## config.mk

```make
export PLATFORM = sky130hd
export DESIGN_NAME = uart_tx_scheduler_flat
export DESIGN_NICKNAME = d
export VERILOG_FILES = /design/src/rtl/uart_tx_scheduler_pkg.sv /design/src/rtl/uart_tx_scheduler_if.sv /design/src/rtl/uart_tx_scheduler_rr_arbiter.sv /design/src/rtl/uart_tx_scheduler.sv /design/src/flat_wrapper.sv
export SDC_FILE = /design/constraint.sdc
export NUM_CORES = 1
export LEC_CHECK = 0
export ABC_AREA = 1
export CORE_UTILIZATION = 50
export CTS_BUF_LIST = sky130_fd_sc_hd__clkbuf_8
export CTS_CLUSTER_DIAMETER = 100
export DETAILED_ROUTE_END_ITERATION = 6
export DONT_BUFFER_PORTS = 1
export GPL_ROUTABILITY_DRIVEN = 0
export PLACE_DENSITY = 0.64
export RECOVER_POWER = 25
export SLEW_MARGIN = 20
export SYNTH_ARGS = -nofsm -noshare
export SYNTH_HDL_FRONTEND = slang
export SYNTH_SLANG_ARGS = --single-unit
```

## constraint.sdc

```tcl
create_clock -name PCLK -period 4.9 [get_ports PCLK]
set_clock_uncertainty 0.05 [all_clocks]
set_input_delay 0.98 -clock PCLK [delete_from_list [all_inputs] [get_ports PCLK]]
set_output_delay 0.98 -clock PCLK [all_outputs]
set_load 0.1 [all_outputs]
```

## src/rtl/uart_tx_scheduler_pkg.sv

```systemverilog
// Shared types and default sizing for the UART transmit scheduler.
// Holds the FSM state encoding and the default requester count and
// BUSY timeout length used by the scheduler and its interface.
package uart_sched_pkg;

  localparam int DEF_NREQ        = 4;
  localparam int DEF_TIMEOUT_CYC = 4096;

  typedef enum logic [1:0] {
    IDLE  = 2'd0,
    START = 2'd1,
    BUSY  = 2'd2
  } state_t;

endpackage

```

## src/rtl/uart_tx_scheduler_if.sv

```systemverilog
// Byte-producer and transmitter handshake bundle for the scheduler.
// The slave modport is the scheduler's view; the master modport is the
// view of the producers plus the UART transmitter that surround it.
interface uart_tx_scheduler_if import uart_sched_pkg::*; #(
  parameter int NREQ = DEF_NREQ
);

  logic [NREQ-1:0]   req_valid;
  logic [8*NREQ-1:0] req_data;
  logic [NREQ-1:0]   req_ack;
  logic              TxStart;
  logic [7:0]        TxData;
  logic              TxDone;

  modport master (
    output req_valid, req_data, TxDone,
    input  req_ack, TxStart, TxData
  );

  modport slave (
    input  req_valid, req_data, TxDone,
    output req_ack, TxStart, TxData
  );

endinterface

```

## src/rtl/uart_tx_scheduler_rr_arbiter.sv

```systemverilog
// Rotate-priority picker: scans requests starting at i_ptr and wrapping
// modulo NREQ, returning the first pending one as one-hot and as an index.
// Purely combinational; the caller registers whatever it needs.
module rr_arbiter #(
  parameter int NREQ = 4
) (
  input  logic [NREQ-1:0]         i_req,
  input  logic [$clog2(NREQ)-1:0] i_ptr,
  output logic [NREQ-1:0]         o_grant,
  output logic [$clog2(NREQ)-1:0] o_idx,
  output logic                    o_any
);

  localparam int IDW = $clog2(NREQ);

  // w_pos[k] is the requester examined at scan offset k from the pointer
  logic [IDW-1:0] w_pos [NREQ];

  genvar gi;
  generate
    for (gi = 0; gi < NREQ; gi++) begin : g_pos
      assign w_pos[gi] = ((int'(i_ptr) + gi) >= NREQ) ? IDW'(int'(i_ptr) + gi - NREQ)
                                                     : IDW'(int'(i_ptr) + gi);
    end
  endgenerate

  // Scan from the farthest offset down so the nearest pending request wins
  always_comb begin
    o_grant = '0;
    o_idx   = '0;
    o_any   = |i_req;
    for (int off = NREQ - 1; off >= 0; off--) begin
      if (i_req[w_pos[off]]) begin
        o_idx = w_pos[off];
      end
    end
    o_grant[o_idx] = o_any;
  end

endmodule

```

## src/rtl/uart_tx_scheduler.sv

```systemverilog
// Round-robin scheduler sharing one UART transmit path between NREQ byte
// producers. IDLE grants one byte, START launches it (TxStart follows one
// cycle later as a registered pulse), BUSY waits for a TxDone rising edge.
// Optional feature macro: UART_TX_SCHED_TIMEOUT_EN aborts a BUSY wait after
// TIMEOUT_CYC cycles and raises a sticky err_timeout flag.
module uart_tx_scheduler import uart_sched_pkg::*; #(
  parameter int NREQ        = DEF_NREQ,
  parameter int TIMEOUT_CYC = DEF_TIMEOUT_CYC
) (
  input  logic                    PCLK,
  input  logic                    PRESETn,
  uart_tx_scheduler_if.slave      bus,
  output logic                    o_busy,
  output logic [$clog2(NREQ)-1:0] o_grant_id,
  input  logic                    i_err_clr,
  output logic                    o_err_timeout
);

  localparam int IDW = $clog2(NREQ);

  state_t          r_state, w_state_next;
  logic            r_txdone_d;
  logic [NREQ-1:0] r_req_ack, w_req_ack_next;
  logic            r_tx_start, w_tx_start_next;
  logic [7:0]      r_tx_data, w_tx_data_next;
  logic [IDW-1:0]  r_grant_id, w_grant_id_next;
  logic [IDW-1:0]  r_ptr, w_ptr_next;
  logic            r_busy, w_busy_next;

  logic [NREQ-1:0] w_arb_grant;
  logic [IDW-1:0]  w_arb_idx;
  logic            w_arb_any;
  logic [7:0]      w_sel_data;
  logic            w_done_edge;
  logic            w_timeout;
  logic            w_finish;

  rr_arbiter #(.NREQ(NREQ)) u_arb (
    .i_req   (bus.req_valid),
    .i_ptr   (r_ptr),
    .o_grant (w_arb_grant),
    .o_idx   (w_arb_idx),
    .o_any   (w_arb_any)
  );

  assign w_sel_data  = bus.req_data[{w_arb_idx, 3'b000} +: 8];
  assign w_done_edge = bus.TxDone & ~r_txdone_d;
  assign w_finish    = (r_state == BUSY) && (w_done_edge || w_timeout);

`ifdef UART_TX_SCHED_TIMEOUT_EN
  localparam int CNT_W = (TIMEOUT_CYC > 1) ? $clog2(TIMEOUT_CYC) : 1;

  logic [CNT_W-1:0] r_to_cnt;
  logic             r_err_timeout;

  // A real completion edge in the final cycle beats the timeout
  assign w_timeout = (r_state == BUSY) && !w_done_edge &&
                     (r_to_cnt == CNT_W'(TIMEOUT_CYC - 1));

  // Count cycles spent in BUSY; held at zero everywhere else so entry starts fresh
  always_ff @(posedge PCLK or negedge PRESETn) begin
    if (!PRESETn)               r_to_cnt <= '0;
    else if (r_state != BUSY)   r_to_cnt <= '0;
    else                        r_to_cnt <= r_to_cnt + 1'b1;
  end

  // Sticky abort flag; a simultaneous set beats the clear
  always_ff @(posedge PCLK or negedge PRESETn) begin
    if (!PRESETn)        r_err_timeout <= 1'b0;
    else if (w_timeout)  r_err_timeout <= 1'b1;
    else if (i_err_clr)  r_err_timeout <= 1'b0;
  end

  assign o_err_timeout = r_err_timeout;
`else
  logic w_unused_cfg;

  assign w_timeout     = 1'b0;
  assign o_err_timeout = 1'b0;
  assign w_unused_cfg  = i_err_clr ^ (TIMEOUT_CYC != 0);
`endif

  // State register
  always_ff @(posedge PCLK or negedge PRESETn) begin
    if (!PRESETn) r_state <= IDLE;
    else          r_state <= w_state_next;
  end

  // Next-state logic: grant in IDLE, one launch cycle, then wait for completion
  always_comb begin
    w_state_next = r_state;
    case (r_state)
      IDLE:    if (w_arb_any) w_state_next = START;
      START:   w_state_next = BUSY;
      BUSY:    if (w_finish)  w_state_next = IDLE;
      default: w_state_next = IDLE;
    endcase
  end

  // Output logic: next values for every registered output
  always_comb begin
    w_req_ack_next  = '0;
    w_tx_start_next = (r_state == START);
    w_tx_data_next  = r_tx_data;
    w_grant_id_next = r_grant_id;
    w_ptr_next      = r_ptr;
    w_busy_next     = (w_state_next != IDLE);
    if (r_state == IDLE && w_arb_any) begin
      w_req_ack_next  = w_arb_grant;
      w_tx_data_next  = w_sel_data;
      w_grant_id_next = w_arb_idx;
    end
    if (w_finish) begin
      w_ptr_next = (r_grant_id == IDW'(NREQ - 1)) ? '0 : r_grant_id + 1'b1;
    end
  end

  // Output, pointer and TxDone edge-detector registers
  always_ff @(posedge PCLK or negedge PRESETn) begin
    if (!PRESETn) begin
      r_req_ack  <= '0;
      r_tx_start <= 1'b0;
      r_tx_data  <= 8'h00;
      r_grant_id <= '0;
      r_ptr      <= '0;
      r_busy     <= 1'b0;
      r_txdone_d <= 1'b0;
    end else begin
      r_req_ack  <= w_req_ack_next;
      r_tx_start <= w_tx_start_next;
      r_tx_data  <= w_tx_data_next;
      r_grant_id <= w_grant_id_next;
      r_ptr      <= w_ptr_next;
      r_busy     <= w_busy_next;
      r_txdone_d <= bus.TxDone;
    end
  end

  assign bus.req_ack = r_req_ack;
  assign bus.TxStart = r_tx_start;
  assign bus.TxData  = r_tx_data;
  assign o_busy      = r_busy;
  assign o_grant_id  = r_grant_id;

endmodule
```

## src/flat_wrapper.sv

```systemverilog
// flat-port wrapper written by rule: the top's interface ports become plain ports
module uart_tx_scheduler_flat import uart_sched_pkg::*;
#(
  parameter int NREQ        = DEF_NREQ,
  parameter int TIMEOUT_CYC = DEF_TIMEOUT_CYC
)
  (PCLK, PRESETn, o_busy, o_grant_id, i_err_clr, o_err_timeout, bus_req_valid, bus_req_data, bus_TxDone, bus_req_ack, bus_TxStart, bus_TxData);
  uart_tx_scheduler_if #(.NREQ(NREQ)) bus_i ();
  input  logic PCLK;
  input  logic PRESETn;
  output logic o_busy;
  output logic [$clog2(NREQ)-1:0] o_grant_id;
  input  logic i_err_clr;
  output logic o_err_timeout;
  input wire logic [$bits(bus_i.req_valid)-1:0] bus_req_valid;
  input wire logic [$bits(bus_i.req_data)-1:0] bus_req_data;
  input wire logic [$bits(bus_i.TxDone)-1:0] bus_TxDone;
  output wire logic [$bits(bus_i.req_ack)-1:0] bus_req_ack;
  output wire logic [$bits(bus_i.TxStart)-1:0] bus_TxStart;
  output wire logic [$bits(bus_i.TxData)-1:0] bus_TxData;
  assign bus_i.req_valid = bus_req_valid;
  assign bus_i.req_data = bus_req_data;
  assign bus_i.TxDone = bus_TxDone;
  assign bus_req_ack = bus_i.req_ack;
  assign bus_TxStart = bus_i.TxStart;
  assign bus_TxData = bus_i.TxData;
  uart_tx_scheduler #(.NREQ(NREQ), .TIMEOUT_CYC(TIMEOUT_CYC)) u_core (.PCLK(PCLK), .PRESETn(PRESETn), .bus(bus_i), .o_busy(o_busy), .o_grant_id(o_grant_id), .i_err_clr(i_err_clr), .o_err_timeout(o_err_timeout));
endmodule
```

==> flow_summary.ini <==
[logic_synthesis]
ys.flop_type = dfrtp_1
synth_nets = 236
synth_edf_count = 0
yosysTopAreaCell = dfrtp_1
ys_seq_area_share_pct = 37.80
synth_most_common_cell = nand2_1
synthesis.area_um2 = 1390
synth_top_area_share_pct = 37.80
synthArstFlopShare_pct = 100.0
synth_area_leaders = dfrtp_1 38%, nand2_1 14%, nand3_1 13%
yosysWarnings = 0
netlist-cell-type-count = 28
yosys-top-cells-count = 50 x nand2_1, 35 x nand3_1, 34 x inv_1, 21 x dfrtp_1, 8 x nor2_1
synth-seq-cells = 21
syn_inst = 195
avgSynthCellArea_um2 = 7.129

[global_route]
grt_pass1_wl_um = 4146
use_met1_pct = 24.32
top_usage_layer = met2
grt_usage_pct = 19.61
grt_max_degree = 27
grt_pass1_vias = 1017
gr-total-overflow = 0
antenna_found_initial = 0
use_met3_pct = 5.000
met2_usage_pct = 33.33

[timing]
finalHoldWorstSlack_ns = 0.3517
rsz0062_at_grt = false
slew_violations = 0
relSlewSlack_pct = 34.86
setup_violations = 0
fin_tns_setup_ns = 0
fin_ws_ns = 2.609
hold_violations = 0
worstMarginPinSlew_ns = 0.9771
fin_crit_ns = 2.291
period_share_pct = 46.76
max_freq_ghz = 0.4365

[outcome]
outcome = completed

[detailed_routing]
drt_iter0_markers = 24
vias = 1185
first_pass_iters = 4
drcViolationCount = 0
drtAntennaViolNets = 0
postRouteWirelength_um = 2552
wire_per_inst_um = 11.39
vias_per_cell = 5.290

[final_layout]
fin_nets = 236
diodes = 0
area_growth_pct = 3.241
post-route-util_pct = 56.39
drive_above_1_share_pct = 15.98
fillers = 252

[floorplan]
die_x_um = 54.73
coreArea_um2 = 2545
die_area_um2 = 2995
pin_count = 57
fp.dieH_um = 54.73
initial_core_util_pct = 54.62
row_count = 18

[critical_path]
rr_worst_depth = 10
cp-endpoint = u_core.o_busy
crit_buf_inv = 2
arrival_ns = 2.39
slowest_stage = nand3_1
r2r_start = u_core.r_ptr[0]
r2r-end = u_core.bus.TxData[2]
slowest_delay_ns = 0.41
cp-end-kind = flip-flop
crit_type = input port to flip-flop
path_cells = inv_1, nand4_1, nand3_1, clkinv_1, or2_2
r2r_slack_ns = 2.76
setup.worst_path.start = bus_req_valid[3]
crit_family = simple AND/OR/NAND/NOR gates
cp.required_ns = 5.00
worst-path-stages = 5
cp-start-kind = input port
cp_max_fo = 14

[clock_network]
clk_latency_ns = 0.26
clkTransAtPathRegs_ns = 0.08
cts_buffers = 3
cts_buffer_depth = 2
htree_levels = 1
ctsResizeCount = 0
post-cts-setup-buffer-count = 0
clock_sinks = 21
hold_buffers = 0
cts_tree = built
root_buffer = clkbuf_8

[placed_design]
dp_slack_ns = 2.285
portBuffers = 0
hpwl_um = 2026

[hold_path]
hold_class = input port to async pin

[run]
drv_cap = 0
## layout make-up
| class | count | area (um2) | share of cell area (%) |
|---|---|---|---|
| flip-flops and latches | 21 | 525.5 | 36.62 |
| well taps | 30 | 37.54 | 2.616 |
| multi-input cells | 130 | 676.9 | 47.17 |
| clock inverters | 1 | 7.507 | 0.5231 |
| inverters | 39 | 146.4 | 10.20 |
| clock buffers | 3 | 41.29 | 2.877 |
## per-stage QoR
stage	cell area [um2]	std cells
floorplan	1390	195
global placement	1386	220
detailed placement	1386	220
CTS	1435	224
global route	1435	224
finish	1435	224
## placed cells by master (no fill, tap or decap), types with 2 or more instances in the layout
cell type / n
nand3_4: 2
or2_0: 2
nor2_4: 2
nor2_1: 8
nand2_1: 50
clkbuf_8: 3
nand2_2: 6
inv_1: 34
nand2_4: 3
nor3_1: 2
dfrtp_1: 21
nand3_1: 35
o21ai_0: 2
or2_1: 2
nor2_2: 3
inv_2: 4
or2_2: 5
## worst min-delay path by stage
stage,start,cells past startpoint,endpoint,slack (ns)
2_1_floorplan,u_core.r_state[1],1,u_core.bus.TxStart,0.39
3_3_place_gp,u_core.r_state[1],1,u_core.bus.TxStart,0.41
5_1_grt,PRESETn,0,u_core.bus.req_ack[0],0.33
4_1_cts,PRESETn,0,u_core.bus.req_ack[2],0.34
3_5_place_dp,u_core.r_state[1],1,u_core.bus.TxStart,0.41
6_report,PRESETn,0,u_core.bus.req_ack[2],0.35
## per-layer routing
metal	vias to the layer above	share of wire [%]	wire (um)
met4	0	1.4	37
met5	-	0	0
met1	541	46	1164
met2	48	46	1180
li1	592	-	-
met3	4	6.6	169
## logic make-up after synthesis
kind of cell,Yosys count,share of synthesized area (%)
flip-flops,21,37.80
AND/OR/NAND/NOR,123,45.27
AO/OA/AOI/OAI,5,2.250
other,1,0.2698
buffers and inverters,44,13.50
adder cells (fa/ha/maj),1,0.8999
## registers in the layout, indices dropped and copies added (netlist names)
register and flops:
u_core.o_busy 1, u_core.r_ptr 2, u_core.r_txdone_d 1, u_core.o_grant_id 2
u_core.bus.req_ack 4, u_core.bus.TxStart 1, u_core.r_state 2, u_core.bus.TxData 8
Power is not shown: default switching activity piles up to over one toggle a cycle in this logic, so the estimate is an artifact.
